### config.mk
export PLATFORM = sky130hd
export DESIGN_NAME = line_engine
export DESIGN_NICKNAME = d
export VERILOG_FILES = /design/src/rtl/line_engine.sv
export SDC_FILE = /design/constraint.sdc
export NUM_CORES = 1
export LEC_CHECK = 0
export BUFFER_PORTS_ARGS = -buffer_cell sky130_fd_sc_hd__clkbuf_2
export CAP_MARGIN = 10
export CORE_ASPECT_RATIO = 1.75
export CORE_MARGIN = 8
export CORE_UTILIZATION = 44
export DETAILED_ROUTE_END_ITERATION = 6
export GPL_ROUTABILITY_DRIVEN = 0
export HOLD_SLACK_MARGIN = 0.03
export PLACE_DENSITY = 0.68
export SLEW_MARGIN = 10
export SYNTH_ARGS = -nofsm -noshare
export SYNTH_HDL_FRONTEND = slang
export SYNTH_SLANG_ARGS = --single-unit
export TNS_END_PERCENT = 10
### constraint.sdc
create_clock -name clk -period 23.8 [get_ports clk]
set_input_delay 1.19 -clock clk [delete_from_list [all_inputs] [get_ports clk]]
set_output_delay 1.19 -clock clk [all_outputs]
set_load 0.01 [all_outputs]
### src/rtl/line_engine.sv
// Bresenham line rasterizer: takes endpoint/color strobes plus a trigger and emits one
// framebuffer pixel-write request per pixel. Define LINE_ENGINE_CLIP_EN to suppress off-screen pixels.
module line_engine #(
    parameter logic [31:0] FB_BASE = 32'h1000_0000,
    parameter int          H_RES   = 800,
    parameter int          V_RES   = 600
) (
    input  logic        clk,
    input  logic        rst,
    input  logic [31:0] line_color,
    input  logic [9:0]  line_point,
    input  logic        line_color_valid,
    input  logic        line_x0_valid,
    input  logic        line_y0_valid,
    input  logic        line_x1_valid,
    input  logic        line_y1_valid,
    input  logic        line_trigger,
    output logic        line_ready,
    output logic        px_valid,
    input  logic        px_ready,
    output logic [31:0] px_addr,
    output logic [23:0] px_color
);

`ifdef LINE_ENGINE_CLIP_EN
    localparam bit CLIP_EN = 1'b1;
`else
    localparam bit CLIP_EN = 1'b0;
`endif

    typedef enum logic [1:0] {IDLE, SETUP, DRAW, DONE} state_t;

    state_t state, state_next;

    logic [23:0] color_r;
    logic [9:0]  x0_r, y0_r, x1_r, y1_r;

    logic [9:0]         cur_x, cur_y, end_x;
    logic [10:0]        dx, dy;
    logic signed [11:0] err;
    logic               steep, ystep_neg;

    logic unused_color_bits;
    assign unused_color_bits = ^line_color[31:24];

    // Setup datapath: endpoints are folded into the x-major, left-to-right octant.
    logic [9:0]  adx, ady;
    logic        s_steep;
    logic [9:0]  ax0, ay0, ax1, ay1;
    logic [9:0]  bx0, by0, bx1, by1;
    logic [10:0] s_dx, s_dy;

    always_comb begin
        adx     = (x1_r >= x0_r) ? (x1_r - x0_r) : (x0_r - x1_r);
        ady     = (y1_r >= y0_r) ? (y1_r - y0_r) : (y0_r - y1_r);
        s_steep = ady > adx;
        ax0     = s_steep ? y0_r : x0_r;
        ay0     = s_steep ? x0_r : y0_r;
        ax1     = s_steep ? y1_r : x1_r;
        ay1     = s_steep ? x1_r : y1_r;
        if (ax0 > ax1) begin
            bx0 = ax1;
            by0 = ay1;
            bx1 = ax0;
            by1 = ay0;
        end else begin
            bx0 = ax0;
            by0 = ay0;
            bx1 = ax1;
            by1 = ay1;
        end
        s_dx = {1'b0, bx1 - bx0};
        s_dy = {1'b0, (by1 >= by0) ? (by1 - by0) : (by0 - by1)};
    end

    // Pixel output path: working coordinates are un-swapped back to screen order.
    logic [9:0]         scr_x, scr_y;
    logic               offscreen, advance, last_px;
    logic signed [11:0] err_step, err_wrap;

    always_comb begin
        scr_x     = steep ? cur_y : cur_x;
        scr_y     = steep ? cur_x : cur_y;
        offscreen = CLIP_EN && (({22'd0, scr_x} >= 32'(H_RES)) || ({22'd0, scr_y} >= 32'(V_RES)));
        px_valid  = (state == DRAW) && !offscreen;
        advance   = (state == DRAW) && (offscreen || px_ready);
        last_px   = cur_x == end_x;
        px_addr   = px_valid ? (FB_BASE + {10'd0, scr_y, 12'd0} + {20'd0, scr_x, 2'd0}) : 32'd0;
        px_color  = px_valid ? color_r : 24'd0;
        err_step  = err - $signed({1'b0, dy});
        err_wrap  = err_step + $signed({1'b0, dx});
        line_ready = state == IDLE;
    end

    always_ff @(posedge clk) begin
        if (rst) state <= IDLE;
        else     state <= state_next;
    end

    always_comb begin
        state_next = state;
        case (state)
            IDLE:    if (line_trigger) state_next = SETUP;
            SETUP:   state_next = DRAW;
            DRAW:    if (advance && last_px) state_next = DONE;
            DONE:    state_next = IDLE;
            default: state_next = IDLE;
        endcase
    end

    always_ff @(posedge clk) begin
        if (rst) begin
            color_r   <= 24'd0;
            x0_r      <= 10'd0;
            y0_r      <= 10'd0;
            x1_r      <= 10'd0;
            y1_r      <= 10'd0;
            cur_x     <= 10'd0;
            cur_y     <= 10'd0;
            end_x     <= 10'd0;
            dx        <= 11'd0;
            dy        <= 11'd0;
            err       <= 12'sd0;
            steep     <= 1'b0;
            ystep_neg <= 1'b0;
        end else begin
            case (state)
                IDLE: begin
                    if (line_color_valid) color_r <= line_color[23:0];
                    if (line_x0_valid)    x0_r    <= line_point;
                    if (line_y0_valid)    y0_r    <= line_point;
                    if (line_x1_valid)    x1_r    <= line_point;
                    if (line_y1_valid)    y1_r    <= line_point;
                end
                SETUP: begin
                    cur_x     <= bx0;
                    cur_y     <= by0;
                    end_x     <= bx1;
                    dx        <= s_dx;
                    dy        <= s_dy;
                    err       <= $signed({2'b00, s_dx[10:1]});
                    steep     <= s_steep;
                    ystep_neg <= !(by0 < by1);
                end
                DRAW: begin
                    if (advance && !last_px) begin
                        cur_x <= cur_x + 10'd1;
                        if (err_step < 0) begin
                            cur_y <= ystep_neg ? (cur_y - 10'd1) : (cur_y + 10'd1);
                            err   <= err_wrap;
                        end else begin
                            err   <= err_step;
                        end
                    end
                end
                default: ;
            endcase
        end
    end

endmodule

==> impl_metrics.py, run 1 <==
metrics = {
    "sta": {
        "post-route-period-util_pct": 55.2,
        "setup_slack_ns": 10.65,
        "hold_viol": 0,
        "rsz0062_at_grt": "no",
        "slew_headroom_pct": 25.3,
        "tns_ns": 0,
        "max_freq_ghz": 0.0761,
        "fin_crit_ns": 13.15,
        "setup_violations": 0,
        "tightest_slew_ns": 1.11,
        "skew_ns": 0.00903,
        "slew_viol_final": 0,
    },
    "routing": {
        "vias": 11000,
        "drt_iter0_drc": 801,
        "routed_wl_mm": 34.4,
        "wl_per_cell_um": 17.7,
        "drc_errors": 0,
        "viasPerCell": 5.67,
        "first_pass_iters": 5,
        "antenna_left": 0,
    },
    "die": {
        "fp.coreArea_um2": 25900,
        "die_w_um": 138,
        "start_util_pct": 44.6,
        "rows": 78,
        "die_h_um": 230,
        "io_pins": 109,
        "die_area_um2": 31800,
    },
    "finish": {
        "drive_above_1_share_pct": 10.1,
        "syn_to_final_growth_pct": 10.3,
        "largest_register_ffs": 24,
        "final_cell_mix": "nand2_1 (237), a21oi_1 (173), nor2_1 (160), dfxtp_1 (130), inv_1 (112)",
        "top_regs": "color_r: 24 flops, err: 12 flops",
        "largest_register": "color_r",
        "antenna_cells": 0,
        "layout_commonest_cell": "nand2_1",
        "final.fill_count": 2523,
        "final_util_pct": 49.2,
        "finalNetCount": 1777,
    },
    "setup_path": {
        "worst_path_max_delay_cell": "o21ai_0",
        "worst_ep_arrival_time_ns": 13.48,
        "cp_num_cells": 50,
        "criticalPathCategory": "reg2reg",
        "endpoint": "dy[9]",
        "cp-start-kind": "register",
        "cp_num_buf_inv": 6,
        "r2r_setup_slack_ns": 10.65,
        "crit_path_end_kind": "register",
        "max_stage_delay_ns": 0.63,
        "path_delay_family": "compound AO/OA/AOI/OAI gates",
        "timing.rr.start": "x1_r[0]",
        "rr_endpoint": "dy[9]",
        "reg2regPathDepth": 50,
        "cp_max_fo": 62,
        "cp-startpoint": "x1_r[0]",
        "critPathRequiredTime_ns": 24.13,
    },
    "logic_synthesis": {
        "synth_largest_area_cell": "dfxtp_1",
        "ys_async_sr_fraction_pct": 0,
        "synth_edf_count": 0,
        "netlist_area_um2": 11500,
        "synth_top_area_share_pct": 22.6,
        "yosys-top-cells-area": "dfxtp_1 (23%), ha_1 (12%), mux2i_1 (8.4%), nand2_1 (7.7%), a21oi_1 (7.6%)",
        "ys_seq_area_share_pct": 22.6,
        "synth.yosys.warnings": 0,
        "ys_types": 75,
        "synth_ff_type": "dfxtp_1",
        "avgSynthCellArea_um2": 7.35,
        "netlist_instances": 1568,
        "synth-seq-cells": 130,
    },
    "clock_tree": {
        "clockRootBuffer": "clkbuf_16",
        "clk_path_buf_depth": 2,
        "post-cts-setup-buffers": 0,
        "cts_resized": 0,
        "insertion_delay_ns": 0.44,
        "clk_pin_slew_ns": 0.06,
        "ctsHtreeMaxLevel": 4,
        "numCtsBuffers": 17,
        "cts.sinks": 130,
        "cts_tree": "yes",
        "postCtsHoldBufs": 0,
    },
    "global_route": {
        "grt_max_degree": 81,
        "grt_pass1_wl_mm": 54.6,
        "grt_overflow": 0,
        "antenna_found_initial": 0,
        "grt_pass1_vias": 10700,
        "track_usage_pct": 21.0,
    },
    "worst_hold_path": {
        "hold_path_class": "reg2reg",
    },
    "placed_design": {
        "hpwl_mm": 26.7,
        "port_buffers": 89,
        "pre_cts_slack_ns": 10.88,
    },
    "job": {
        "cap_viol_max_count": 0,
    },
    "run_status": {
        "status": "complete, no violations",
    },
}
cell families (layout without fill, tap and decap cells):
logic type | after synthesis | in the layout | share of synthesized area (%)
XOR/XNOR | 59 | 59 | 4.48
adder cells (fa/ha/maj) | 120 | 120 | 13.6
buffers and inverters | 203 | 246 | 7.07
AND/OR/NAND/NOR | 542 | 542 | 20.9
flip-flops | 130 | 130 | 22.6
other | 1 | 11 | 0.0325
multiplexers | 112 | 112 | 9.99
AO/OA/AOI/OAI | 401 | 401 | 21.4
worst register-to-register path, delay by kind of cell (launching register included):
| family | cells | cell delay [ns] |
|---|---|---|
| AO/OA/AOI/OAI | 27 | 7.70 |
| adder cells (fa/ha/maj) | 5 | 1.52 |
| AND/OR/NAND/NOR | 8 | 1.32 |
| buffers and inverters | 6 | 1.12 |
| multiplexers | 3 | 0.81 |
| flip-flops | 1 | 0.40 |
| XOR/XNOR | 1 | 0.15 |
stage by stage:
stage	std cells	area [µm²]	hold slack, ns
CTS	1941	12700	0.451
finish	1941	12700	0.447
floorplan	1578	11600	0.432
detailed placement	1909	12100	0.442
global placement	1909	12100	0.437
global route	1941	12700	0.467
worst min path at each step:
| stage | startpoint | endpoint | slack, ns | depth (start not counted) |
|---|---|---|---|---|
| final | color_r[0] | color_r[0] | 0.45 | 2 |
| after CTS | color_r[5] | color_r[5] | 0.45 | 2 |
| after global routing | color_r[5] | color_r[5] | 0.47 | 2 |
| after floorplan | color_r[0] | color_r[0] | 0.43 | 2 |
| after global placement | color_r[15] | color_r[15] | 0.44 | 2 |
| after detailed placement | color_r[5] | color_r[5] | 0.44 | 2 |
per-layer routing:
layer  global-route usage [%]  part of all wire, %  vias up
met5                        0                    0        -
met4                     16.5                  6.9        0
met3                     2.35                  2.8      115
met2                     40.3                   54      255
met1                     19.6                   36     5167
li1                         -                    -     5475
layout make-up:
class	count	area [µm²]	area share (%)
Timing Repair Buffer	101	538	4.23
Tap cell	320	400	3.15
Inverter	113	424	3.34
Sequential cell	130	2600	20.5
Clock inverter	14	133	1.04
Multi-Input combinational cell	1245	8180	64.3
Clock buffer	18	439	3.45
Yosys cell counts, types with 6 or more instances:
master,number
nor2_1,160
and2_1,34
and3_1,10
a21o_1,18
ha_1,109
nor3_1,13
a22oi_1,7
buf_2,6
mux2_2,13
nand3b_1,6
buf_4,12
a21oi_1,174
a221oi_1,6
o211ai_1,19
nor2b_1,11
nand4_1,7
xor2_1,11
o21ai_1,6
o21ai_0,73
nand3_1,21
fa_1,9
mux2i_1,97
dfxtp_1,130
nand2b_1,11
nand2_1,237
clkbuf_1,59
xnor2_1,48
a211o_1,6
buf_1,13
o21bai_1,16
inv_1,112
a211oi_1,20
Power of run 1 is left out: the tool's default activity adds up to more than one toggle a clock period on the data nets, which glitch-free logic cannot reach.
==> run 2: changes to the inputs <==
- clock period: 23.8 -> 12.9 ns (I/O delays scaled with it)
==> impl_metrics.py, run 2 (synthesized netlist as in run 1, its figures left out) <==
metrics = {
    "run_status": {
        "status": "complete, no violations",
    },
    "global_route": {
        "antenna_found_initial": 0,
        "grt_overflow": 0,
        "grt_max_degree": 86,
        "grt_pass1_vias": 10900,
        "grt_pass1_wl_mm": 55.2,
        "track_usage_pct": 21.4,
    },
    "job": {
        "cap_viol_max_count": 0,
    },
    "setup_path": {
        "critPathRequiredTime_ns": 13.23,
        "timing.rr.start": "x0_r[0]",
        "worst_ep_arrival_time_ns": 12.27,
        "reg2regPathDepth": 50,
        "r2r_setup_slack_ns": 0.96,
        "crit_path_end_kind": "register",
        "cp-start-kind": "register",
        "worst_path_max_delay_cell": "nor2_4",
        "rr_endpoint": "dy[9]",
        "criticalPathCategory": "reg2reg",
        "crit_top_cell": "a21oi_1",
        "max_stage_delay_ns": 0.57,
        "cp_max_fo": 32,
    },
    "clock_tree": {
        "ctsHtreeMaxLevel": 4,
        "clockRootBuffer": "clkbuf_16",
        "numCtsBuffers": 17,
        "cts.sinks": 130,
        "insertion_delay_ns": 0.44,
        "cts_tree": "yes",
        "clk_pin_slew_ns": 0.06,
        "clk_path_buf_depth": 2,
        "postCtsHoldBufs": 0,
        "cts_resized": 0,
        "post-cts-setup-buffers": 0,
    },
    "die": {
        "start_util_pct": 44.6,
        "die_area_um2": 31800,
        "io_pins": 109,
        "fp.coreArea_um2": 25900,
        "rows": 78,
        "die_w_um": 138,
        "die_h_um": 230,
    },
    "routing": {
        "wl_per_cell_um": 17.9,
        "viasPerCell": 5.68,
        "vias": 11100,
        "drt_iter0_drc": 724,
        "routed_wl_mm": 34.8,
        "first_pass_iters": 7,
        "antenna_left": 0,
        "drc_errors": 0,
    },
    "sta": {
        "setup_violations": 0,
        "tns_ns": 0,
        "hold_viol": 0,
        "tightest_slew_ns": 1.13,
        "rsz0062_at_grt": "no",
        "max_freq_ghz": 0.0838,
        "skew_ns": 0.0112,
        "post-route-period-util_pct": 92.6,
        "slew_viol_final": 0,
        "fin_crit_ns": 11.94,
        "slew_headroom_pct": 24.6,
    },
    "finish": {
        "final.fill_count": 2504,
        "layout_commonest_cell": "nand2_1",
        "syn_to_final_growth_pct": 11.5,
        "top_regs": "color_r: 24 flops, err: 12 flops",
        "largest_register_ffs": 24,
        "largest_register": "color_r",
        "final_util_pct": 49.7,
        "multiInputGateArea_um2": 8180,
        "finalNetCount": 1787,
        "antenna_cells": 0,
        "drive_above_1_share_pct": 10.5,
        "layout.area.seq_um2": 2600,
        "final_cell_mix": "nand2_1 (237), a21oi_1 (173), nor2_1 (160), dfxtp_1 (130), inv_1 (112)",
    },
    "placed_design": {
        "port_buffers": 89,
        "hpwl_mm": 26.7,
    },
    "worst_hold_path": {
        "holdPathEnd": "color_r[15]",
        "hold_depth": 3,
        "hold_start": "line_color[15]",
        "hold_path_class": "in2reg",
    },
}
run 2: changes by cell type in the layout (fill, tap and decap cells not counted), sizes merged:
cell,previous run,this run
buf,13,23
clkinvlp,2,3
inv,115,112
clkbuf,106,110
clkinv,9,2
bufinv,1,4
run 2: critical path, delay by kind of cell, from the launching register on:
| kind | cells | cell delay, ns |
|---|---|---|
| adder cells (fa/ha/maj) | 6 | 1.86 |
| AO/OA/AOI/OAI | 28 | 6.35 |
| XOR/XNOR | 1 | 0.15 |
| AND/OR/NAND/NOR | 7 | 1.48 |
| buffers and inverters | 4 | 0.44 |
| flip-flops | 1 | 0.44 |
| multiplexers | 4 | 1.08 |
run 2: worst max-delay path by stage:
stage / cells past startpoint / end / start
global route: 46 / dy[9] / x0_r[0]
floorplan: 54 / dy[9] / x1_r[0]
CTS: 50 / dy[9] / x0_r[0]
detailed placement: 50 / dy[9] / x0_r[0]
finish: 50 / dy[9] / x0_r[0]
global placement: 50 / dy[9] / x0_r[0]
run 2: layer usage:
metal	GRT usage, %	routed length, µm
met3	2.97	984
met2	41.7	19100
met4	16.8	2490
met1	19.1	12300
met5	0	0
run 2: per-stage QoR:
stage / hold WS, ns / cells / cell area (µm²) / setup WS [ns]
2_1_floorplan: 0.432 / 1578 / 11600 / 1.83
6_report: 0.419 / 1949 / 12900 / 0.961
3_3_place_gp: 0.437 / 1919 / 12200 / 1.20
3_5_place_dp: 0.442 / 1919 / 12200 / 1.02
4_1_cts: 0.398 / 1949 / 12900 / 0.964
5_1_grt: 0.417 / 1949 / 12900 / 0.0225
run 2: final cells by class:
| type | instances | area share (%) |
|---|---|---|
| multi-input cells | 1245 | 63.6 |
| flip-flops and latches | 130 | 20.3 |
| repair buffers | 111 | 4.77 |
| clock buffers | 22 | 3.77 |
| inverters | 113 | 3.30 |
| well taps | 320 | 3.12 |
| clock inverters | 8 | 1.18 |
Power of run 2 is left out for the same reason.
==> run 3: changes to the inputs <==
- CORE_ASPECT_RATIO: 1.75 -> default
==> impl_metrics.py, run 3 (synthesized netlist as in run 1, its figures left out) <==
metrics = {
    "setup_path": {
        "critPathRequiredTime_ns": 13.21,
        "criticalPathCategory": "reg2reg",
        "worst_ep_arrival_time_ns": 12.22,
        "crit_top_cell": "o21ai_0",
        "worst_path_max_delay_cell": "o21ai_4",
        "cp-start-kind": "register",
        "cp_max_fo": 41,
        "max_stage_delay_ns": 0.90,
        "crit_path_end_kind": "register",
    },
    "sta": {
        "max_freq_ghz": 0.0840,
        "hold_viol": 0,
        "tns_ns": 0,
        "setup_violations": 0,
        "tightest_slew_ns": 1.18,
        "rsz0062_at_grt": "no",
        "skew_ns": 0.0157,
        "post-route-period-util_pct": 92.3,
        "fin_crit_ns": 11.90,
        "slew_viol_final": 0,
        "slew_headroom_pct": 21.3,
    },
    "routing": {
        "first_pass_iters": 5,
        "met2_length_mm": 15.3,
        "routed_wl_mm": 32.4,
        "met1Wirelength_mm": 14.6,
        "drt_iter0_drc": 968,
        "viasPerCell": 5.60,
        "wl_met3_mm": 1.82,
        "vias": 11000,
        "drc_errors": 0,
        "highest_layer": "met4",
        "wl_per_cell_um": 16.5,
        "antenna_left": 0,
    },
    "finish": {
        "antenna_cells": 0,
        "largest_register": "color_r",
        "final_util_pct": 49.4,
        "final_cell_mix": "nand2_1 (237), a21oi_1 (173), nor2_1 (160), dfxtp_1 (130), inv_1 (112)",
        "syn_to_final_growth_pct": 11.0,
        "layout_commonest_cell": "nand2_1",
        "final.fill_count": 2558,
        "largest_register_ffs": 24,
        "drive_above_1_share_pct": 10.3,
        "top_regs": "color_r: 24 flops, err: 12 flops",
        "finalNetCount": 1780,
    },
    "die": {
        "die_area_um2": 31600,
        "die_h_um": 178,
        "rows": 59,
        "die_w_um": 178,
        "io_pins": 109,
        "start_util_pct": 44.5,
        "fp.coreArea_um2": 25900,
    },
    "clock_tree": {
        "cts.sinks": 130,
        "post-cts-setup-buffers": 0,
        "ctsHtreeMaxLevel": 4,
        "clk_path_buf_depth": 2,
        "clk_pin_slew_ns": 0.07,
        "cts_tree": "yes",
        "numCtsBuffers": 17,
        "clockRootBuffer": "clkbuf_16",
        "insertion_delay_ns": 0.43,
        "postCtsHoldBufs": 0,
        "cts_resized": 0,
    },
    "global_route": {
        "track_usage_pct": 20.4,
        "grt_pass1_vias": 10400,
        "antenna_found_initial": 0,
        "grt_pass1_wl_mm": 52.7,
        "grt_overflow": 0,
        "grt_max_degree": 86,
    },
    "placed_design": {
        "port_buffers": 89,
        "hpwl_mm": 24.6,
    },
    "job": {
        "cap_viol_max_count": 0,
    },
    "worst_hold_path": {
        "hold_path_class": "in2reg",
    },
    "run_status": {
        "status": "complete, no violations",
    },
}
run 3: metal layers:
| layer | GRT usage [%] | vias up |
|---|---|---|
| li1 | - | 5479 |
| met1 | 26.3 | 5127 |
| met2 | 33.8 | 323 |
| met3 | 4.09 | 44 |
| met4 | 6.18 | 0 |
| met5 | 0 | - |
run 3: path summary, 6_finish.rpt:
kind                                     start  cells after the start          end  slack (ns)
worst max register to register         x0_r[0]                     40        dy[9]         1.0
worst min register to register      color_r[1]                      2   color_r[1]        0.45
worst min-delay path            line_color[12]                      3  color_r[12]        0.43
worst max-delay path                   x0_r[0]                     40        dy[9]         1.0
run 3: layout make-up:
cell class | instances | area, µm² | area share [%]
clock buffer | 17 | 425 | 3.32
clock inverter | 15 | 189 | 1.48
timing repair buffer | 104 | 561 | 4.38
sequential | 130 | 2600 | 20.3
multi-input combinational | 1245 | 8180 | 63.9
tap | 335 | 419 | 3.28
inverter | 113 | 424 | 3.31
run 3: per-stage QoR:
step | hold WS (ns) | worst slack [ns] | cells | instance area [µm²]
floorplan | 0.432 | 1.83 | 1578 | 11600
global placement | 0.438 | 1.35 | 1927 | 12200
detailed placement | 0.442 | 1.25 | 1927 | 12200
CTS | 0.407 | 1.18 | 1959 | 12800
global route | 0.419 | 0.212 | 1959 | 12800
finish | 0.427 | 0.995 | 1959 | 12800
run 3: worst max-delay path, delay by kind of cell (launching register included):
family,cells,cell delay (ns)
multiplexers,2,0.82
buffers and inverters,3,1.03
XOR/XNOR,1,0.15
AO/OA/AOI/OAI,23,6.29
adder cells (fa/ha/maj),5,1.73
AND/OR/NAND/NOR,6,1.24
flip-flops,1,0.50
Power of run 3 is left out for the same reason.
